$ cat config.mk
export PLATFORM = sky130hd
export DESIGN_NAME = memory_arbiter
export DESIGN_NICKNAME = d
export VERILOG_FILES = /design/src/rtl/processor_ci_mem_pkg.sv /design/src/rtl/memory_arbiter.sv
export SDC_FILE = /design/constraint.sdc
export NUM_CORES = 1
export LEC_CHECK = 0
export BUFFER_PORTS_ARGS = -buffer_cell sky130_fd_sc_hd__buf_2
export CAP_MARGIN = 20
export CELL_PAD_IN_SITES_DETAIL_PLACEMENT = 2
export CELL_PAD_IN_SITES_GLOBAL_PLACEMENT = 2
export CORE_ASPECT_RATIO = 0.8
export CORE_MARGIN = 3
export CORE_UTILIZATION = 24
export CTS_CLUSTER_DIAMETER = 80
export DETAILED_ROUTE_END_ITERATION = 7
export PLACE_DENSITY_LB_ADDON = 0.1
export SLEW_MARGIN = 20
export SYNTH_ARGS = -nofsm -noshare
export SYNTH_HDL_FRONTEND = slang
export SYNTH_SLANG_ARGS = --single-unit
$ cat constraint.sdc
create_clock -name clk -period 3.64 [get_ports clk]
set_input_delay 0.182 -clock clk [delete_from_list [all_inputs] [get_ports clk]]
set_output_delay 0.182 -clock clk [all_outputs]
set_load 0.02 [all_outputs]
$ cat src/rtl/processor_ci_mem_pkg.sv
// ============================================================================
// Module      : processor_ci_mem_pkg
// Description : Shared types and constants for the processor-ci memory
//               arbiter: FSM states, owner encoding and latency limits.
// Revision    : 1.0 - initial release
// ============================================================================
`default_nettype none

package processor_ci_mem_pkg;

    typedef enum logic [1:0] {
        IDLE  = 2'd0,
        ISSUE = 2'd1,
        WAIT  = 2'd2,
        ACK   = 2'd3
    } arb_state_t;

    localparam logic OWNER_CTRL       = 1'b0;
    localparam logic OWNER_CORE       = 1'b1;

    localparam int   MAX_READ_LATENCY = 7;
    localparam int   LAT_CNT_WIDTH    = 3;

endpackage

`default_nettype wire

$ cat src/rtl/memory_arbiter.sv
// ============================================================================
// Module      : memory_arbiter
// Description : Serialises single-word accesses from the controller and the
//               core onto one memory port. Tie policy selected by the macro
//               MEMORY_ARBITER_ROUND_ROBIN_EN (defined: alternate, else the
//               controller wins).
// Revision    : 1.0 - initial release
// ============================================================================
`default_nettype none

module memory_arbiter
    import processor_ci_mem_pkg::*;
#(
    parameter int ADDR_WIDTH   = 32,
    parameter int DATA_WIDTH   = 32,
    parameter int READ_LATENCY = 1
) (
    input  logic                  clk,
    input  logic                  reset,

    input  logic                  ctrl_read,
    input  logic                  ctrl_write,
    input  logic [ADDR_WIDTH-1:0] ctrl_address,
    input  logic [DATA_WIDTH-1:0] ctrl_write_data,
    output logic [DATA_WIDTH-1:0] ctrl_read_data,
    output logic                  ctrl_ack,

    input  logic                  core_read,
    input  logic                  core_write,
    input  logic [ADDR_WIDTH-1:0] core_address,
    input  logic [DATA_WIDTH-1:0] core_write_data,
    output logic [DATA_WIDTH-1:0] core_read_data,
    output logic                  core_ack,

    output logic                  memory_read_memory,
    output logic                  memory_write_memory,
    output logic [ADDR_WIDTH-1:0] address_memory,
    output logic [DATA_WIDTH-1:0] write_data_memory,
    input  logic [DATA_WIDTH-1:0] read_data_memory,

    output logic                  owner
);

    localparam logic [LAT_CNT_WIDTH-1:0] c_read_latency = LAT_CNT_WIDTH'(READ_LATENCY);
    localparam logic [LAT_CNT_WIDTH-1:0] c_lat_one      = LAT_CNT_WIDTH'(1);

    generate
        if (READ_LATENCY < 1 || READ_LATENCY > MAX_READ_LATENCY) begin : g_bad_read_latency
            $error("memory_arbiter: READ_LATENCY must be within 1..%0d", MAX_READ_LATENCY);
        end
    endgenerate

    arb_state_t               r_state;
    arb_state_t               w_next_state;
    logic [LAT_CNT_WIDTH-1:0] r_lat_cnt;
    logic                     r_owner;
    logic                     r_is_write;
    logic [ADDR_WIDTH-1:0]    r_addr;
    logic [DATA_WIDTH-1:0]    r_wdata;
    logic [DATA_WIDTH-1:0]    r_ctrl_rdata;
    logic [DATA_WIDTH-1:0]    r_core_rdata;

    logic                     w_ctrl_req;
    logic                     w_core_req;
    logic                     w_any_req;
    logic                     w_tie_pick;
    logic                     w_grant;
    logic                     w_last_wait;

    assign w_ctrl_req  = ctrl_read | ctrl_write;
    assign w_core_req  = core_read | core_write;
    assign w_any_req   = w_ctrl_req | w_core_req;
    assign w_last_wait = (r_lat_cnt == c_read_latency);

`ifdef MEMORY_ARBITER_ROUND_ROBIN_EN
    // Tie goes to whichever side did not hold the port last.
    assign w_tie_pick = ~r_owner;
`else
    assign w_tie_pick = OWNER_CTRL;
`endif

    assign w_grant = (w_ctrl_req && w_core_req) ? w_tie_pick :
                     (w_core_req ? OWNER_CORE : OWNER_CTRL);

    always_ff @(posedge clk or posedge reset) begin
        if (reset) begin
            r_state <= IDLE;
        end else begin
            r_state <= w_next_state;
        end
    end

    always_comb begin
        w_next_state = r_state;
        case (r_state)
            IDLE:    if (w_any_req) w_next_state = ISSUE;
            ISSUE:   w_next_state = r_is_write ? ACK : WAIT;
            WAIT:    if (w_last_wait) w_next_state = ACK;
            ACK:     w_next_state = IDLE;
            default: w_next_state = IDLE;
        endcase
    end

    always_ff @(posedge clk or posedge reset) begin
        if (reset) begin
            r_owner      <= OWNER_CTRL;
            r_is_write   <= 1'b0;
            r_addr       <= '0;
            r_wdata      <= '0;
            r_lat_cnt    <= '0;
            r_ctrl_rdata <= '0;
            r_core_rdata <= '0;
        end else begin
            if (r_state == IDLE && w_any_req) begin
                r_owner <= w_grant;
                // A write takes precedence when read and write are both high.
                if (w_grant == OWNER_CORE) begin
                    r_addr     <= core_address;
                    r_wdata    <= core_write_data;
                    r_is_write <= core_write;
                end else begin
                    r_addr     <= ctrl_address;
                    r_wdata    <= ctrl_write_data;
                    r_is_write <= ctrl_write;
                end
            end

            if (r_state == ISSUE) begin
                r_lat_cnt <= c_lat_one;
            end else if (r_state == WAIT) begin
                r_lat_cnt <= r_lat_cnt + c_lat_one;
            end

            if (r_state == WAIT && w_last_wait) begin
                if (r_owner == OWNER_CORE) begin
                    r_core_rdata <= read_data_memory;
                end else begin
                    r_ctrl_rdata <= read_data_memory;
                end
            end
        end
    end

    assign memory_read_memory  = (r_state == ISSUE) && !r_is_write;
    assign memory_write_memory = (r_state == ISSUE) &&  r_is_write;
    assign address_memory      = r_addr;
    assign write_data_memory   = r_wdata;
    assign ctrl_ack            = (r_state == ACK) && (r_owner == OWNER_CTRL);
    assign core_ack            = (r_state == ACK) && (r_owner == OWNER_CORE);
    assign ctrl_read_data      = r_ctrl_rdata;
    assign core_read_data      = r_core_rdata;
    assign owner               = r_owner;

endmodule

`default_nettype wire

# --- Word-level counts from Yosys, hierarchy flattened ---
# Index checks and enable logic that the tools add are counted.
# Widths: inputs -> output; s select.
totals:
  ff_bits: 135
  inputBits: 166
  out_inout_bits: 133
  word_cells: 43
op_classes:
  n_addsub: 1
  n_eq_ne: 6
  mux: 11
  bitwise: 4
  n_reduce_logical: 13
op_table:
  columns: ["op", "n"]
  rows:
  - ["$mux 32", 2]
  - ["$pmux 2 s4", 1]
  - ["$logic_and 1x1->1", 7]
  - ["$mux 3", 2]
  - ["$reduce_and 2->1", 3]
  - ["$eq 2x2->1 const B", 2]
  - ["$mux 1", 4]
  - ["$mux 2", 2]
  - ["$ne 2x2->1 const B", 2]
  - ["$add 3x1->3 const B", 1]
  - ["$eq 3x1->1 const B", 1]
  - ["$or 1x1->1", 3]
  - ["$eq 2x1->1 const B", 1]
  - ["$logic_not 2->1", 1]
  - ["$reduce_bool 2->1", 1]
  - ["$logic_not 1->1", 1]
  - ["$not 1->1", 1]

# --- Longest topological paths before layout ---
# Gate-level depths: netlist (run 1).
logic_depth:
  ltp_word: 4
  depth_mapped: 7
  ltp_nobuf: 5

# --- Worst setup path after synthesis (run 1) ---
# Ideal clock, no wire load.
synth_timing:
  path_type: "register to register"
  from: "register r_state[0]"
  to: "register r_ctrl_rdata[0] (netlist: ctrl_read_data[0])"
  setup_time_ns: 0.125
  t_arrival_ns: 1.574
  slack_ns: 1.941
  path_stages_with_launch: 6
  cell_sequence: "dfrtp_1 -> inv_1 -> ha_1 -> nor3b_2 -> buf_6 -> mux2_2"
synth_via:
  elab_chain_cells: 3
synth_lines:
  columns: ["item", "line", "source"]
  rows:
  - ["start, declared", "memory_arbiter.sv:53", "arb_state_t r_state;"]
  - ["start signal, assigned", "memory_arbiter.sv:89", "r_state <= w_next_state;"]
  - ["$eq 2x2->1", "memory_arbiter.sv:134", "if (r_state == WAIT && w_last_wait) begin"]
  - ["$logic_and 1x1->1", "memory_arbiter.sv:134", null]
  - ["$reduce_and 2->1 (no source line)", null, null]
  - ["end signal, assigned", "memory_arbiter.sv:138", "r_ctrl_rdata <= read_data_memory;"]
  - ["end, declared", "memory_arbiter.sv:60", "logic [DATA_WIDTH-1:0] r_ctrl_rdata;"]
# Every way passes these cells.
# A chain may end at the register's enable or synchronous reset.

# --- Final worst setup path (run 1) ---
layout_timing:
  from: "register r_state[0]"
  to: "register r_addr[20] (netlist: address_memory[20])"
layout_via:
  elab_chain_cells: 2
layout_lines:
  columns: ["item", "line", "source"]
  rows:
  - ["$logic_not 2->1", "memory_arbiter.sv:114", "if (r_state == IDLE && w_any_req) begin"]
  - ["$logic_and 1x1->1", "memory_arbiter.sv:114", null]
  - ["end signal, assigned", "memory_arbiter.sv:118", "r_addr <= core_address;"]
  - ["end signal, assigned", "memory_arbiter.sv:122", "r_addr <= ctrl_address;"]
  - ["end, declared", "memory_arbiter.sv:58", "logic [ADDR_WIDTH-1:0] r_addr;"]
# Every way passes these cells.

==> impl_metrics.py, run 1 <==
metrics = {
    "timing": {
        "hold_viol_final": 0,
        "finalSetupTns_ns": 0,
        "tightest_slew_ns": 0.887,
        "fin_skew_ns": 0.0119,
        "fmax_mhz": 343,
        "finalSetupViolCount": 0,
        "max_slew_margin_pct": 40.8,
        "min_period_ns": 2.91,
        "report.final.slew_viol_count": 0,
        "fin_crit_sh_pct": 80.1,
        "rsz0062_at_grt": "false",
    },
    "power": {
        "p_total_uw": 8090,
        "power_per_cell_area_nw_per_um2": 889,
        "p_leak_uw": 0.00446,
        "ir_drop_uv": 276,
    },
    "clocking": {
        "clk_root_buffer_cell": "clkbuf_16",
        "htree_levels": 4,
        "clkTransAtPathRegs_ns": 0.06,
        "cts_buffer_depth": 2,
        "ctsResizeCount": 0,
        "cts.hold.buffers_added": 105,
        "cts_tree": "built",
        "cts_setup_buffers": 0,
        "numCtsBuffers": 17,
        "clk_latency_ns": 0.42,
        "cts.sinks": 135,
    },
    "setup_path": {
        "worstPathMaxFanout": 31,
        "cp.required_ns": 3.99,
        "worstPathArrival_ns": 3.26,
        "cp_slowest_cell": "o21a_2",
        "path_class": "reg2reg",
        "path_cells": "inv_1 > ha_1 > o21a_2 > buf_4 > a32oi_1 > dlygate4sd3_1 > nand2_1",
        "end_kind": "flip-flop",
        "path_buf_inv": 3,
        "cp_top_family": "buffers and inverters",
        "crit_path_start_kind": "flip-flop",
        "cp_slowest_stage_delay_ns": 0.63,
    },
    "placement": {
        "place_inst": 1051,
        "globalplace.congestion": 0.736,
        "hpwl_mm": 15.2,
        "placed_area_um2": 7450,
        "port_buffers": 298,
    },
    "layout": {
        "diodes": 0,
        "multi_input_area_um2": 2100,
        "register_area_um2": 3380,
        "final_cells": 1188,
        "nets": 1042,
        "fin_area_um2": 9090,
        "area_growth_pct": 59.8,
        "fill_cells": 2454,
        "drive_gt1_share_pct": 46.4,
    },
    "die": {
        "die_h_um": 144,
        "core_area_um2": 22900,
        "rows": 49,
        "die_w_um": 178,
        "start_util_pct": 24.9,
        "dieArea_um2": 25600,
        "io_pins": 299,
    },
    "yosys": {
        "synth_top_area_share_pct": 59.4,
        "synthTopCellsByArea": "dfrtp_1 59%, mux2_2 13%, a32oi_1 9.8%",
        "syn-mean-instance-area_um2": 12.1,
        "synth_top_flop_cell": "dfrtp_1",
        "synth.largest_area_cell": "dfrtp_1",
        "synth_edf_count": 0,
        "netlist_instances": 471,
        "async_flop_share_pct": 100,
        "seq_area_frac_synth_pct": 59.4,
        "mappedNetlistArea_um2": 5690,
        "syn_nets": 644,
        "synth-seq-cells": 135,
        "synth_most_common_cell": "dfrtp_1",
        "yosysWarnings": 0,
        "synth_common_cells": "135 x dfrtp_1, 132 x nand2_1, 65 x mux2_2, 64 x a32oi_1, 16 x buf_2",
        "synth_cell_types": 27,
    },
    "detailed_routing": {
        "post_drt_wl_per_cell_um": 18.9,
        "routed_via_density": 4.57,
        "drt-initial-drc-count": 148,
        "antenna_left": 0,
        "route.vias.total": 5432,
        "wl_mm": 22.5,
        "dr.pass1.iters": 4,
        "post-route-drc-count": 0,
    },
    "global_route": {
        "track_usage_pct": 17.3,
        "antenna_found_initial": 1,
        "grt_pass1_vias": 6041,
        "grt.overflow.total": 0,
        "grt_max_degree": 98,
        "grt_pass1_wl_mm": 34.7,
    },
    "run_status": {
        "status": "finished clean",
    },
    "min_path": {
        "hold_class": "in2reg",
    },
    "job": {
        "maxCapViolations": 0,
    },
}
[stage by stage]
step	hold WS (ns)	setup slack [ns]	util [%]
finish	0.0190	0.726	39.8
global route	0.00554	0.476	39.8
global placement	0.385	1.46	32.6
floorplan	0.301	1.78	-
CTS	0.0000524	0.713	39.8
detailed placement	0.395	1.25	32.6
[worst min-delay path, cell delays in order]
cell,delay (ns)
buf_2,0.08
a32oi_1,0.06
nand2_1,0.07
[worst paths after layout]
kind | start | to | slack [ns] | cells past startpoint
setup / recovery | r_state[0] | address_memory[20] | 0.73 | 7
hold / removal | ctrl_address[1] | address_memory[1] | 0.02 | 3
setup reg to reg | r_state[0] | address_memory[20] | 0.73 | 7
hold reg to reg | write_data_memory[10] | write_data_memory[10] | 0.47 | 2
max in group asynchronous | reset | write_data_memory[11] | 2.07 | 4
min in group asynchronous | reset | ctrl_read_data[16] | 0.49 | 3
[where the power goes]
group          switching [uW]  internal [uW]  total (uW)
registers                 411           2270        2680
logic                    2260           1400        3660
clock network             722           1030        1750
[cell type report]
cell class,count,area share (%)
multi-input cells,298,23.1
repair buffers,412,28.8
clock inverters,14,1.79
clock buffers,18,4.72
inverters,5,0.248
well taps,306,4.21
flip-flops and latches,135,37.1
[flip-flops by register name, summed over array words and instances (netlist names)]
register and cells:
address_memory 32, core_read_data 32, ctrl_read_data 32, owner 1
r_is_write 1, r_lat_cnt 3, r_state 2, write_data_memory 32
[per-layer routing]
| metal | track usage (%) | share of wire (%) | up-vias |
|---|---|---|---|
| li1 | - | - | 2488 |
| met1 | 21.6 | 42 | 2714 |
| met2 | 28.8 | 48 | 199 |
| met3 | 5.60 | 7.4 | 29 |
| met4 | 5.29 | 1.8 | 2 |
| met5 | 0 | 0.058 | - |
[cells in the final DEF (no fill, tap or decap), drive strengths merged, types with 2 or more instances in the layout]
master and instances:
buf 307, dfrtp 135, nand2 132, dlygate4sd3 105, mux2 65, a32oi 64, clkbuf 18, inv 12
nor2 7, ha 7, clkinvlp 5, nor2b 3, o21ai 3, nor3b 2, and2 2, bufinv 2
o21a 2
[cells by family after synthesis]
| group | Yosys count | synth area share [%] |
|---|---|---|
| AND/OR/NAND/NOR | 151 | 10.7 |
| AO/OA/AOI/OAI | 75 | 11.5 |
| buffers and inverters | 38 | 4.05 |
| multiplexers | 65 | 12.9 |
| adder cells (fa/ha/maj) | 7 | 1.54 |
| flip-flops | 135 | 59.4 |
(Power assumes the default switching activity.)
==> run 2: changes to the inputs <==
--- a/config.mk
+++ b/config.mk
@@ -11,7 +11,7 @@
 export CELL_PAD_IN_SITES_GLOBAL_PLACEMENT = 2
 export CORE_ASPECT_RATIO = 0.8
 export CORE_MARGIN = 3
-export CORE_UTILIZATION = 24
+export CORE_UTILIZATION = 27
 export CTS_CLUSTER_DIAMETER = 80
 export DETAILED_ROUTE_END_ITERATION = 7
 export PLACE_DENSITY_LB_ADDON = 0.1
==> constraint.sdc (replaced) <==
create_clock -name clk -period 2.92 [get_ports clk]
set_input_delay 0.146 -clock clk [delete_from_list [all_inputs] [get_ports clk]]
set_output_delay 0.146 -clock clk [all_outputs]
set_load 0.02 [all_outputs]
==> run 2 against run 1 <==
Setup slack worse by 0.46 ns. First-iteration DRC count up 79%. Worst hold slack worse by 0.0064 ns. Clock skew down 0.0010 ns. Non-clock buffer count up 49. Sequential share of layout area down 1.8 points. Clock-buffer cell count up 1. Clock power up 27%. Total power up 29%. Largest power group unchanged.
==> impl_metrics.py, run 2 (synthesized netlist as in run 1, its figures left out) <==
metrics = {
    "clocking": {
        "cts_buffer_depth": 2,
        "numCtsBuffers": 17,
        "clkTransAtPathRegs_ns": 0.06,
        "clk_root_buffer_cell": "clkbuf_16",
        "htree_levels": 4,
        "cts_tree": "built",
        "cts_setup_buffers": 0,
        "clk_latency_ns": 0.41,
        "cts.sinks": 135,
    },
    "placement": {
        "place_inst": 1011,
        "hpwl_mm": 15.5,
        "placed_area_um2": 7410,
        "port_buffers": 298,
        "pre_cts_ws_ns": 0.647,
        "globalplace.congestion": 0.755,
    },
    "detailed_routing": {
        "antenna_left": 0,
        "dr.pass1.iters": 4,
        "route.vias.total": 5736,
        "routed_via_density": 4.79,
        "post-route-drc-count": 0,
        "post_drt_wl_per_cell_um": 20.6,
        "wl_mm": 24.7,
        "drt-initial-drc-count": 265,
    },
    "global_route": {
        "grt_max_degree": 63,
        "antenna_found_initial": 2,
        "grt_pass1_vias": 6753,
        "track_usage_pct": 21.5,
        "grt.overflow.total": 0,
        "grt_pass1_wl_mm": 38.3,
    },
    "timing": {
        "fin_crit_sh_pct": 91.0,
        "max_slew_margin_pct": 34.2,
        "hold_viol_final": 0,
        "finalSetupTns_ns": 0,
        "min_period_ns": 2.66,
        "report.final.slew_viol_count": 0,
        "setup_ws_ns": 0.261,
        "tightest_slew_ns": 0.986,
        "fin_skew_ns": 0.0109,
        "fmax_mhz": 376,
        "finalSetupViolCount": 0,
        "rsz0062_at_grt": "false",
    },
    "layout": {
        "layout_commonest_cell": "buf_2",
        "area_growth_pct": 68.0,
        "fill_cells": 2096,
        "final_cells": 1198,
        "layout.cells.most_common_list": "298 x buf_2, 151 x dlygate4sd3_1, 135 x dfrtp_1",
        "drive_gt1_share_pct": 44.4,
        "nets": 1091,
        "finish.utilization_pct": 47.2,
        "fin_area_um2": 9560,
    },
    "setup_path": {
        "worstPathArrival_ns": 3.01,
        "path_buf_inv": 3,
        "path_class": "reg2reg",
        "worstPathMaxFanout": 46,
        "crit_path_start_kind": "flip-flop",
        "cp.required_ns": 3.27,
        "cp_slowest_cell": "dlygate4sd3_1",
        "path_cells": "inv_1 > ha_1 > nor3b_4 > buf_4 > a32oi_1 > dlygate4sd3_1 > nand2_1",
        "cp_top_family": "buffers and inverters",
        "end_kind": "flip-flop",
        "cp_slowest_stage_delay_ns": 0.61,
    },
    "power": {
        "ir_drop_uv": 433,
        "p_leak_uw": 0.00463,
        "power_per_cell_area_nw_per_um2": 1090,
    },
    "die": {
        "core_area_um2": 20300,
        "io_pins": 299,
        "dieArea_um2": 22900,
        "start_util_pct": 28.1,
        "rows": 46,
        "die_w_um": 168,
        "die_h_um": 136,
    },
    "run_status": {
        "status": "finished clean",
    },
    "min_path": {
        "hold_class": "in2reg",
    },
    "job": {
        "maxCapViolations": 0,
    },
}
-- run 2: worst register-to-register path: stages, from the launching register on --
cell and delay [ns]:
dfrtp_1 0.43, inv_1 0.15, ha_1 0.37, nor3b_4 0.26, buf_4 0.48, a32oi_1 0.23, dlygate4sd3_1 0.61, nand2_1 0.09
-- run 2: per-stage QoR --
stage	total power [uW]	hold WS, ns
2_1_floorplan	6080	0.265
3_3_place_gp	7580	0.350
3_5_place_dp	7820	0.363
4_1_cts	10400	0.0000435
5_1_grt	11200	0.00212
6_report	10500	0.0126
-- run 2: final cells by class --
class | instances | area, um2 | share of cell area, %
Clock buffer | 19 | 453 | 4.74
Tap cell | 264 | 330 | 3.45
Multi-Input combinational cell | 298 | 2100 | 22.0
Antenna cell | 3 | 7.51 | 0.0785
Timing Repair Buffer | 461 | 3110 | 32.5
Inverter | 5 | 22.5 | 0.235
Clock inverter | 13 | 160 | 1.67
Sequential cell | 135 | 3380 | 35.3
-- run 2: report_power, final --
group          internal, uW  switching, uW
Sequential             2830            553
Combinational          1890           2950
Clock                  1330            900
-- run 2: worst paths after layout --
path	from	endpoint	slack [ns]	cells after the start
setup / recovery	r_state[0]	write_data_memory[29]	0.26	7
hold / removal	core_address[12]	address_memory[12]	0.01	3
setup reg to reg	r_state[0]	write_data_memory[29]	0.26	7
hold reg to reg	address_memory[18]	address_memory[18]	0.47	2
max in group asynchronous	reset	write_data_memory[28]	1.45	4
min in group asynchronous	reset	address_memory[4]	0.50	3
-- run 2: per-layer routing --
metal,routed length [um],GRT usage (%),up-vias,share of wire [%]
met5,0,0,-,0
met4,401,5.68,0,1.6
met3,1520,5.58,23,6.1
met2,13500,41.2,207,55
met1,9270,23.6,2915,37
li1,-,-,2591,-
-- run 2: what timing repair did --
action                     CTS  global route
hold endpoints to repair   157             1
resized for setup            0             1
setup endpoints to repair    0            28
hold buffers               150             1
